### src/rtl/external_pin_pkg.sv
// Shared types and constants for the external pin monitor and its event FIFO.
// Holds the event record layout and the debounce counter width.
package external_pin_pkg;

   localparam int PIN_W = 32;
   localparam int CNT_W = 8;

   typedef struct packed {
      logic [PIN_W-1:0] value;
      logic [PIN_W-1:0] mask;
   } pin_event_t;

   // Terminal count for a debounce window of d stable cycles.
   function automatic logic [CNT_W-1:0] deb_last(input int unsigned d);
      return CNT_W'(d - 1);
   endfunction

endpackage

### src/rtl/external_pin_event_fifo.sv
// First-word-fall-through event FIFO. A push into a full FIFO is dropped unless
// a pop happens on the same edge; a pop on an empty FIFO is ignored.
module external_pin_event_fifo
   import external_pin_pkg::*;
#(
   parameter int DW    = 2 * PIN_W,
   parameter int DEPTH = 4
) (
   input  logic          CLK,
   input  logic          RST,
   input  logic          push,
   input  logic [DW-1:0] push_data,
   input  logic          pop,
   output logic [DW-1:0] head,
   output logic          empty,
   output logic          full,
   output logic          drop
);

   localparam int AW = $clog2(DEPTH);

   logic [AW:0]   wr_ptr_q, wr_ptr_d;
   logic [AW:0]   rd_ptr_q, rd_ptr_d;
   logic [DW-1:0] mem_q [DEPTH];
   logic          do_push, do_pop;

   always_comb begin
      empty    = (wr_ptr_q == rd_ptr_q);
      full     = (wr_ptr_q[AW] != rd_ptr_q[AW]) &&
                 (wr_ptr_q[AW-1:0] == rd_ptr_q[AW-1:0]);
      do_pop   = pop && !empty;
      // A same-edge pop frees the slot the incoming push needs.
      do_push  = push && (!full || do_pop);
      drop     = push && !do_push;
      wr_ptr_d = wr_ptr_q + {{AW{1'b0}}, do_push};
      rd_ptr_d = rd_ptr_q + {{AW{1'b0}}, do_pop};
      head     = empty ? '0 : mem_q[rd_ptr_q[AW-1:0]];
   end

   always_ff @(posedge CLK) begin
      if (RST) begin
         wr_ptr_q <= '0;
         rd_ptr_q <= '0;
      end else begin
         wr_ptr_q <= wr_ptr_d;
         rd_ptr_q <= rd_ptr_d;
      end
   end

   always_ff @(posedge CLK) begin
      if (do_push) mem_q[wr_ptr_q[AW-1:0]] <= push_data;
   end

endmodule

### src/rtl/external_pin_monitor.sv
// Drives the pad-bound pin vector and turns asynchronous pin levels into queued,
// optionally debounced change events. Debounce is built when EXTERNAL_PIN_MONITOR_DEBOUNCE_EN is defined.
module external_pin_monitor
   import external_pin_pkg::*;
#(
   parameter int WIDTH    = 32,
   parameter int DEBOUNCE = 4,
   parameter int DEPTH    = 4
) (
   input  logic             CLK,
   input  logic             RST,
   input  logic [WIDTH-1:0] pin_out,
   output logic [WIDTH-1:0] pin_in,
   input  logic             write__ENA,
   input  logic [WIDTH-1:0] write_v,
   output logic             write__RDY,
   output logic             event__RDY,
   input  logic             event__ENA,
   output logic [WIDTH-1:0] event_value,
   output logic [WIDTH-1:0] event_mask,
   output logic [WIDTH-1:0] level,
   output logic             overflow,
   input  logic             clearOverflow__ENA
);

   typedef struct packed {
      logic [WIDTH-1:0] value;
      logic [WIDTH-1:0] mask;
   } mon_event_t;

   if (DEBOUNCE < 1 || DEBOUNCE > 255 || DEPTH < 2 || (DEPTH & (DEPTH - 1)) != 0) begin : g_bad_cfg
      $error("external_pin_monitor: DEBOUNCE must be 1..255 and DEPTH a power of two >= 2");
   end

   logic [WIDTH-1:0] s1_q, s1_d;
   logic [WIDTH-1:0] s2_q, s2_d;
   logic [WIDTH-1:0] level_q, level_d;
   logic [WIDTH-1:0] pin_in_q, pin_in_d;
   logic             overflow_q, overflow_d;
   logic             push;
   logic             fifo_empty, fifo_full, fifo_drop;
   mon_event_t       push_evt, head_evt;

`ifdef EXTERNAL_PIN_MONITOR_DEBOUNCE_EN
   localparam logic [CNT_W-1:0] DEB_LAST = deb_last(DEBOUNCE);

   logic [CNT_W-1:0] cnt_q, cnt_d;

   // Stability is judged on s1 vs s2 (s2 about to change), so acceptance lands
   // exactly DEBOUNCE edges after s2 settles on a new value.
   always_comb begin
      cnt_d   = cnt_q;
      level_d = level_q;
      push    = 1'b0;
      if (s2_q == level_q || s1_q != s2_q) begin
         cnt_d = '0;
      end else if (cnt_q == DEB_LAST) begin
         level_d = s2_q;
         cnt_d   = '0;
         push    = 1'b1;
      end else begin
         cnt_d = cnt_q + 1'b1;
      end
   end

   always_ff @(posedge CLK) begin
      if (RST) cnt_q <= '0;
      else     cnt_q <= cnt_d;
   end
`else
   always_comb begin
      level_d = s2_q;
      push    = (s2_q != level_q);
   end
`endif

   always_comb begin
      s1_d          = pin_out;
      s2_d          = s1_q;
      pin_in_d      = write__ENA ? write_v : pin_in_q;
      push_evt.value = s2_q;
      push_evt.mask  = s2_q ^ level_q;
      // Set wins over a coincident clear so a drop is never lost.
      overflow_d    = clearOverflow__ENA ? 1'b0 : overflow_q;
      if (fifo_drop) overflow_d = 1'b1;
   end

   always_ff @(posedge CLK) begin
      if (RST) begin
         s1_q       <= '0;
         s2_q       <= '0;
         level_q    <= '0;
         pin_in_q   <= '0;
         overflow_q <= 1'b0;
      end else begin
         s1_q       <= s1_d;
         s2_q       <= s2_d;
         level_q    <= level_d;
         pin_in_q   <= pin_in_d;
         overflow_q <= overflow_d;
      end
   end

   external_pin_event_fifo #(
      .DW    (2 * WIDTH),
      .DEPTH (DEPTH)
   ) u_fifo (
      .CLK       (CLK),
      .RST       (RST),
      .push      (push),
      .push_data (push_evt),
      .pop       (event__ENA),
      .head      (head_evt),
      .empty     (fifo_empty),
      .full      (fifo_full),
      .drop      (fifo_drop)
   );

   assign pin_in      = pin_in_q;
   assign level       = level_q;
   assign overflow    = overflow_q;
   assign write__RDY  = ~RST;
   assign event__RDY  = ~fifo_empty;
   assign event_value = head_evt.value;
   assign event_mask  = head_evt.mask;

endmodule
### config.mk
export PLATFORM = sky130hd
export DESIGN_NAME = external_pin_monitor
export DESIGN_NICKNAME = d
export VERILOG_FILES = /design/src/rtl/external_pin_pkg.sv /design/src/rtl/external_pin_event_fifo.sv /design/src/rtl/external_pin_monitor.sv
export SDC_FILE = /design/constraint.sdc
export NUM_CORES = 1
export LEC_CHECK = 0
export ABC_AREA = 1
export CAP_MARGIN = 15
export CORE_MARGIN = 2
export CORE_UTILIZATION = 30
export CTS_CLUSTER_SIZE = 12
export DETAILED_ROUTE_END_ITERATION = 10
export PLACE_DENSITY = 0.53
export SYNTH_ARGS = -nofsm -noshare
export SYNTH_HDL_FRONTEND = slang
export SYNTH_SLANG_ARGS = --single-unit
### constraint.sdc
create_clock -name CLK -period 13 [get_ports CLK]
set_clock_uncertainty 0.1 [all_clocks]
set_input_delay 1.3 -clock CLK [delete_from_list [all_inputs] [get_ports CLK]]
set_output_delay 1.3 -clock CLK [all_outputs]
set_load 0.02 [all_outputs]
==> impl_metrics.toml, run 1 <==
[timing]
post-route-period-util_pct = 40.26
drv_slew = 0
hold_viol = 0
maxSlewHeadroom_pct = 33.40
worst_pin_slew_ns = 0.9990
min_period_ns = 5.233
max_freq_mhz = 191.1
setup_ws_ns = 7.767
fin_setup_tns_ns = 0
rsz0062_at_grt = "false"
hold_ws_ns = 0.2980
setup_violations = 0

[power]
p_sw_mw = 1.107
clockPowerShare_pct = 32.6
combPwrFrac_pct = 25.5
irDropWorstVdd_mv = 0.1098
p_leak_nw = 7.694
swShare_pct = 30.55
power_frac_seq_pct = 41.9
power.density_nw_per_um2 = 192.2
internal_power_mw = 2.516

[floorplan]
rows = 81
dieArea_um2 = 51500
design.core.area_um2 = 49050
start_util_pct = 30.40
ios = 200
die_x_um = 226.9
die_y_um = 226.9

[critical_path]
path_buf_inv = 4
worst_ep_arrival_time_ns = 3.83
worstPathRequired_ns = 11.60
cpPeakStageDelay_ns = 0.79
crit_chain = "inv_4 > buf_4 > nor2_1 > o32ai_1 > nand2_1 > inv_1 > clkdlybuf4s50_1"
cp-start-kind = "register"
worst-path-max-fanout = 82
worstSetupPathType = "register to primary output"
critPathCaptureType = "primary output"
slowest_stage = "buf_4"
crit_family = "buffers and inverters"

[final_layout]
num_antenna_cells = 0
design_area_um2 = 18840
fillers = 4874
final_nets = 1677
layout-drive-gt1-share_pct = 4.704
layoutNonFillerInstCount = 2301
areaGrowthSynthToFinish_pct = 26.38

[global_routing]
grt_pass1_wl_mm = 55.43
grt_antenna_before_repair = 0
grt_max_degree = 83
grt_pass1_vias = 9658
grt.overflow.total = 0
gr-usage-all-layers_pct = 14.15

[placed_design]
gp_congestion = 0.7270
port_buffers = 199
placed_area_um2 = 17470
dp_hpwl_mm = 22.33
dp.cells = 2223
place_ws_ns = 8.333

[cts]
clk_pin_slew_ns = 0.06
clk-insertion-delay-late_ns = 0.55
h-tree-depth = 2
cts_resized = 0
clock_sinks = 391
cts_buffers = 43
cts-root-buf = "clkbuf_16"
cts_tree = "yes"
cts_setup_buffers = 0
clockBufferDepth = 3
holdBufCountCts = 0

[synth]
synth_top_area_cell = "edfxtp_1"
postSynthAreaPerCell_um2 = 10.49
ys_seq_area_share_pct = 69.68
syn-num-nets = 1494
synth_top_area_share_pct = 51.56
ys_top_cells_by_area = "edfxtp_1 (52%), dfxtp_1 (18%), nor2_1 (9.4%)"
syn_inst = 1421
yosys_warnings = 0
synth_cell_types = 19
ys_ff_latch = 391
netlist_area_um2 = 14910

[route]
drtIter0Drc = 453
drcViolationCount = 0
dr.pass1.iters = 5
routed_wl_mm = 36.56
antenna_left = 0
routedWlPerCell_um = 15.89
routed_via_density = 4.334
routed-via-count = 9973

[status]
status = "completed"

[worst_hold_path]
min_path_type = "register to register"

[job]
cap_viol_max_count = 0
## cell type report
| class | count | area, um^2 | share of cell area (%) |
|---|---|---|---|
| clock inverters | 11 | 108.9 | 0.5776 |
| flip-flops and latches | 391 | 10400 | 55.18 |
| multi-input cells | 726 | 3299 | 17.51 |
| clock buffers | 67 | 1270 | 6.739 |
| repair buffers | 208 | 2057 | 10.92 |
| well taps | 664 | 830.8 | 4.409 |
| inverters | 234 | 880.8 | 4.674 |
## registers in the layout, indices dropped and copies added (netlist names)
signal / count
level_d: 32
s1_q: 32
u_fifo.rd_ptr_q: 3
overflow: 1
u_fifo.wr_ptr_q: 3
level: 32
u_fifo.mem_q: 256
pin_in: 32
## power by group through the flow
stage          clock (mW)  combinational, mW  sequential [mW]
5_1_grt              1.26               1.02             1.53
3_5_place_dp            0              0.946             1.54
3_3_place_gp            0              0.946             1.54
4_1_cts              1.22              0.949             1.52
2_1_floorplan           0              0.567             1.52
6_report             1.18              0.924             1.52
## through the flow
step           util (%)  power, mW
5_1_grt           38.42      3.809
2_1_floorplan         -      2.090
4_1_cts           38.42      3.685
3_3_place_gp      35.61      2.487
6_report          38.42      3.623
3_5_place_dp      35.61      2.490
## cells by family after synthesis
family          after synthesis  share of synthesized area, %
compound gates              161                         7.015
xor+xnor                      9                        0.5791
fa+ha+maj                     4                        0.3357
buf+inv                     304                         8.442
flops                       391                         69.68
simple gates                552                         13.95
## worst min-delay path, delay by kind of cell, from the launching register on
family | cells | cell delay (ns)
flops | 1 | 0.29
buf+inv | 1 | 0.04
simple gates | 1 | 0.03
## cell usage after synthesis (all sizes together)
cell,instances
xnor2,8
clkbuf,33
o32ai,64
inv,234
nand3,1
nand2,178
dfxtp,135
a21oi,1
xor2,1
ha,4
buf,37
nor3,1
o21ai,96
edfxtp,256
nor2,372
## cells in the final DEF, fill, tap and decap left out
| master | netlist | layout |
|---|---|---|
| nand2_1 | 178 | 178 |
| o21ai_0 | 96 | 96 |
| clkinv_2 | 0 | 4 |
| clkdlybuf4s50_1 | 0 | 198 |
| dfxtp_4 | 0 | 2 |
| o32ai_1 | 64 | 64 |
| inv_4 | 0 | 1 |
| nor3_1 | 1 | 1 |
| clkbuf_1 | 33 | 17 |
| clkbuf_8 | 0 | 4 |
| buf_4 | 6 | 10 |
| xor2_1 | 1 | 1 |
| clkinv_4 | 0 | 2 |
| edfxtp_1 | 256 | 256 |
| dfxtp_1 | 135 | 133 |
| ha_1 | 4 | 4 |
| a21oi_1 | 1 | 1 |
| xnor2_1 | 7 | 7 |
| nor2_4 | 0 | 4 |
| clkinv_1 | 0 | 3 |
| inv_1 | 233 | 233 |
| nor2_1 | 372 | 368 |
| nand3_4 | 0 | 1 |
| clkbuf_16 | 0 | 46 |
| xnor2_2 | 1 | 1 |
| bufinv_16 | 0 | 2 |
## worst paths after layout
kind | startpoint | end | slack, ns | cells past startpoint
worst max register to register | u_fifo.rd_ptr_q[1] | u_fifo.mem_q[3][33] | 9.50 | 7
worst min-delay path | s1_q[13] | level_d[13] | 0.30 | 2
worst min register to register | s1_q[13] | level_d[13] | 0.30 | 2
worst max-delay path | u_fifo.rd_ptr_q[0] | event_mask[12] | 7.77 | 7
## per-layer routing
metal	part of all wire (%)	GRT usage, %
met1	45	18.38
met2	46	22.67
met3	7.1	4.311
met4	2.1	4.449
met5	0	0
No activity file was read; power rests on OpenSTA's default activity.
==> run 2, diff against run 1 <==
Clock period 13 ns to 5.5 ns, I/O delays scaled along.
==> run 2 against run 1 <==
  * Total power increased by 140%
  * Non-clock buffer count increased by 3
  * Die area unchanged
  * Global-route usage decreased by 0.072 points
  * Combinational power increased by 140%
  * Highest routed layer unchanged
  * Critical path depth unchanged
  * Routed wire length decreased by 1.4%
  * Cell count increased by 0.30%
  * Sequential share of layout area decreased by 0.22 points
  * Flip-flop and latch count unchanged
==> impl_metrics.toml, run 2 (synthesis gave the netlist of run 1 again) <==
[status]
status = "completed"

[timing]
setup_violations = 0
min_period_ns = 4.111
max_freq_mhz = 243.2
maxSlewHeadroom_pct = 28.59
rsz0062_at_grt = "false"
hold_viol = 0
post-route-period-util_pct = 74.75
drv_slew = 0
worst_pin_slew_ns = 1.071
fin_setup_tns_ns = 0

[cts]
clk_pin_slew_ns = 0.06
cts-root-buf = "clkbuf_16"
cts_buffers = 44
cts_setup_buffers = 0
h-tree-depth = 2
clk-insertion-delay-late_ns = 0.56
cts_resized = 0
clockBufferDepth = 3
cts_tree = "yes"
clock_sinks = 391
holdBufCountCts = 0

[power]
power.density_nw_per_um2 = 458.5
finalPower_mw = 8.676
irDropWorstVdd_mv = 0.2423
p_leak_nw = 7.725

[placed_design]
dp_hpwl_mm = 22.07
port_buffers = 199
gp_congestion = 0.7021
dp.cells = 2226

[final_layout]
final_nets = 1681
final_common_cell = "nor2_1"
fillers = 4882
num_antenna_cells = 0
regArea_um2 = 10400
areaGrowthSynthToFinish_pct = 26.89
layout-drive-gt1-share_pct = 4.927
layoutNonFillerInstCount = 2308
largest_reg_flops = 256
multi_input_area_um2 = 3299
layout_common_cells = "nor2_1 (368), edfxtp_1 (256), inv_1 (233), clkdlybuf4s50_1 (198), nand2_1 (178)"

[route]
routed_via_density = 4.329
drtIter0Drc = 528
routed-via-count = 9992
routed_wl_mm = 36.03
dr.pass1.iters = 5
routedWlPerCell_um = 15.61
drcViolationCount = 0
antenna_left = 0

[worst_hold_path]
hold_start = "s1_q[21]"
min_path_type = "register to register"

[critical_path]
crit_start = "u_fifo.rd_ptr_q[1]"
cp-start-kind = "register"
cp_common_cell = "buf_4"
worst_ep_arrival_time_ns = 3.46
r2r-start = "level_d[21]"
critPathCaptureType = "primary output"
crit_chain = "buf_4 > buf_4 > o21ai_0 > o32ai_1 > nand2_1 > inv_1 > clkdlybuf4s50_1"
path_buf_inv = 4
cpPeakStageDelay_ns = 0.64
crit_family = "buffers and inverters"
slowest_stage = "buf_4"
worstPathRequired_ns = 4.85
worstSetupPathType = "register to primary output"
worst-path-max-fanout = 68

[job]
cap_viol_max_count = 0

[global_routing]
grt_antenna_before_repair = 0
gr-usage-all-layers_pct = 14.08
grt_pass1_wl_mm = 55.63
grt_pass1_vias = 9894
grt_max_degree = 99
grt.overflow.total = 0

[floorplan]
design.core.area_um2 = 49050
dieArea_um2 = 51500
rows = 81
die_y_um = 226.9
start_util_pct = 30.40
die_x_um = 226.9
ios = 200
-- run 2: changes by cell type in the layout (fill, tap and decap cells not counted), sizes merged --
cell      delta
buf          +3
bufinv       +2
clkbuf       -2
clkinvlp     +2
inv          +2
-- run 2: report_power, final --
part	internal (mW)	switching, mW
clock	1.75	1.14
combinational	0.841	1.40
sequential	3.43	0.107
total	6.03	2.65
-- run 2: stage by stage --
| step | setup slack [ns] | utilization (%) | cell area, um^2 | hold WS (ns) |
|---|---|---|---|---|
| after floorplan | 1.277 | - | 14910 | 0.2883 |
| after CTS | 1.309 | 38.57 | 18920 | 0.3021 |
| final | 1.389 | 38.57 | 18920 | 0.2993 |
| after global routing | 1.103 | 38.57 | 18920 | 0.3131 |
| after global placement | 1.932 | 35.65 | 17490 | 0.2909 |
| after detailed placement | 1.923 | 35.65 | 17490 | 0.2955 |
-- run 2: cell type report --
cell class | count | area share (%)
inverter | 234 | 4.655
multi-input combinational | 726 | 17.44
sequential | 391 | 54.95
clock inverter | 17 | 1.005
clock buffer | 65 | 6.567
timing repair buffer | 211 | 10.99
tap | 664 | 4.391
-- run 2: path summary, 6_finish.rpt --
path                                            end  slack (ns)  cells after the start
worst max-delay path                event_value[17]        1.39                      7
worst min-delay path                    level_d[21]        0.30                      2
worst max register to register  u_fifo.mem_q[2][43]        2.45                     11
worst min register to register          level_d[21]        0.30                      2
-- run 2: tightest hold or removal path, stage by stage, from the launching register on --
cell,delay [ns]
dfxtp_1,0.29
inv_1,0.04
nor2_1,0.03
-- run 2: routing by layer --
metal	vias up	part of all wire, %	GRT usage (%)
met4	0	1.6	4.470
met1	4783	45	17.96
met5	-	0	0
met3	37	7.0	4.182
met2	230	47	23.00
li1	4942	-	-
==> run 3, diff against run 2 <==
Clock period 5.5 ns to 4 ns, I/O delays scaled along.
==> run 3 against run 2 <==
  * Clock power is 34% higher
  * First-iteration DRC count is 22% higher
  * Count of clock-buffer cells in the layout is 5 lower
  * Sequential power is 37% higher
  * Non-clock buffer count is 6 higher
  * Critical path type unchanged
  * Critical endpoint is now event_mask[17]
  * Largest cell class unchanged
==> impl_metrics.toml, run 3 (synthesis gave the netlist of run 1 again) <==
[status]
status = "completed"

[global_routing]
grt_pass1_vias = 9698
grt.overflow.total = 0
grt_antenna_before_repair = 1
grt_pass1_wl_mm = 56.23
gr-usage-all-layers_pct = 14.30
grt_max_degree = 81

[final_layout]
final_nets = 1687
num_antenna_cells = 0
final_common_cell = "nor2_1"
layout_common_cells = "nor2_1 (368), edfxtp_1 (256), inv_1 (233), clkdlybuf4s50_1 (198), nand2_1 (178)"
areaGrowthSynthToFinish_pct = 27.39
largest_reg_flops = 256
utilization_pct = 38.72
layout-drive-gt1-share_pct = 5.700
design_area_um2 = 18990
multi_input_area_um2 = 3299
regArea_um2 = 10400
fillers = 4854

[cts]
cts-root-buf = "clkbuf_16"
clk_pin_slew_ns = 0.06
holdBufCountCts = 0
h-tree-depth = 2
clk-insertion-delay-late_ns = 0.57
cts_resized = 0
cts_buffers = 44
cts_setup_buffers = 0
cts_tree = "yes"
clock_sinks = 391
clockBufferDepth = 3

[timing]
rsz0062_at_grt = "false"
max_freq_mhz = 268.4
min_period_ns = 3.726
hold_viol = 0
maxSlewHeadroom_pct = 34.60
post-route-period-util_pct = 93.16
setup_violations = 0
fin_setup_tns_ns = 0
drv_slew = 0
worst_pin_slew_ns = 0.9800

[power]
swShare_pct = 31.15
internal_power_mw = 8.177
irDropWorstVdd_mv = 0.3383
finalPower_mw = 11.88
p_sw_mw = 3.700
power.density_nw_per_um2 = 625.3
power_frac_seq_pct = 40.9
clockPowerShare_pct = 32.5
combPwrFrac_pct = 26.6
p_leak_nw = 7.787

[floorplan]
dieArea_um2 = 51500
start_util_pct = 30.40
ios = 200
die_y_um = 226.9
die_x_um = 226.9
design.core.area_um2 = 49050
rows = 81

[critical_path]
slowest_stage = "dfxtp_4"
cp-start-kind = "register"
cpPeakStageDelay_ns = 0.70
crit_chain = "buf_4 > o21ai_0 > o32ai_1 > nand2_1 > inv_1 > clkdlybuf4s50_1"
worst_ep_arrival_time_ns = 3.23
worstSetupPathType = "register to primary output"
worst-path-max-fanout = 80
worstPathRequired_ns = 3.50
critPathCaptureType = "primary output"

[worst_hold_path]
min_path_type = "input port to register"

[route]
dr.pass1.iters = 5
antenna_left = 0
routed_via_density = 4.317
routed-via-count = 9986
routed_wl_mm = 36.70
drtIter0Drc = 642
drcViolationCount = 0
routedWlPerCell_um = 15.87

[placed_design]
placed_area_um2 = 17610
port_buffers = 199
dp_hpwl_mm = 22.89
gp_congestion = 0.7026

[job]
cap_viol_max_count = 0
==> run 3: metal layers <==
layer | wire [um] | part of all wire, % | track usage (%) | vias up
li1 | - | - | - | 4966
met1 | 16900 | 46 | 19.23 | 4738
met2 | 16570 | 45 | 22.30 | 230
met3 | 2591 | 7.1 | 4.763 | 50
met4 | 629 | 1.7 | 3.437 | 2
met5 | 11 | 0.030 | 0 | -
==> run 3: cell type report <==
type / count / area share, %
sequential: 391 / 54.74
clock inverter: 21 / 0.7509
clock buffer: 60 / 6.548
tap: 664 / 4.374
multi-input combinational: 726 / 17.37
inverter: 234 / 4.637
timing repair buffer: 217 / 11.58
==> run 3: worst paths after layout <==
path / from / endpoint / slack [ns] / cells past startpoint
setup reg to reg: u_fifo.rd_ptr_q[1] / u_fifo.mem_q[3][46] / 1.21 / 7
hold / removal: pin_out[25] / s1_q[25] / 0.25 / 3
setup / recovery: u_fifo.rd_ptr_q[1] / event_mask[17] / 0.27 / 6
hold reg to reg: s1_q[27] / level_d[27] / 0.29 / 2
==> run 3: per-stage QoR <==
step	setup slack [ns]	hold WS [ns]	std cells
global placement	0.8520	0.2901	2232
CTS	0.2108	0.2192	2313
detailed placement	0.8232	0.2917	2232
global route	0.01846	0.2357	2313
floorplan	-0.2228	0.2883	1421
finish	0.2735	0.2485	2313
==> run 3: power by group through the flow <==
stage          Clock (mW)  Sequential [mW]  Combinational [mW]
2_1_floorplan           0             4.95                1.84
3_3_place_gp            0             4.93                3.23
3_5_place_dp            0             4.94                3.23
4_1_cts              3.98             4.86                3.24
5_1_grt              4.13             4.89                3.46
6_report             3.86             4.85                3.16
==> run 3: worst max-delay path, delay by kind of cell, from the launching register on <==
family | cells | cell delay, ns
buffers and inverters | 3 | 1.38
DFF | 1 | 0.70
AOI/OAI and AO/OA | 2 | 0.41
and+or+nand+nor | 1 | 0.10
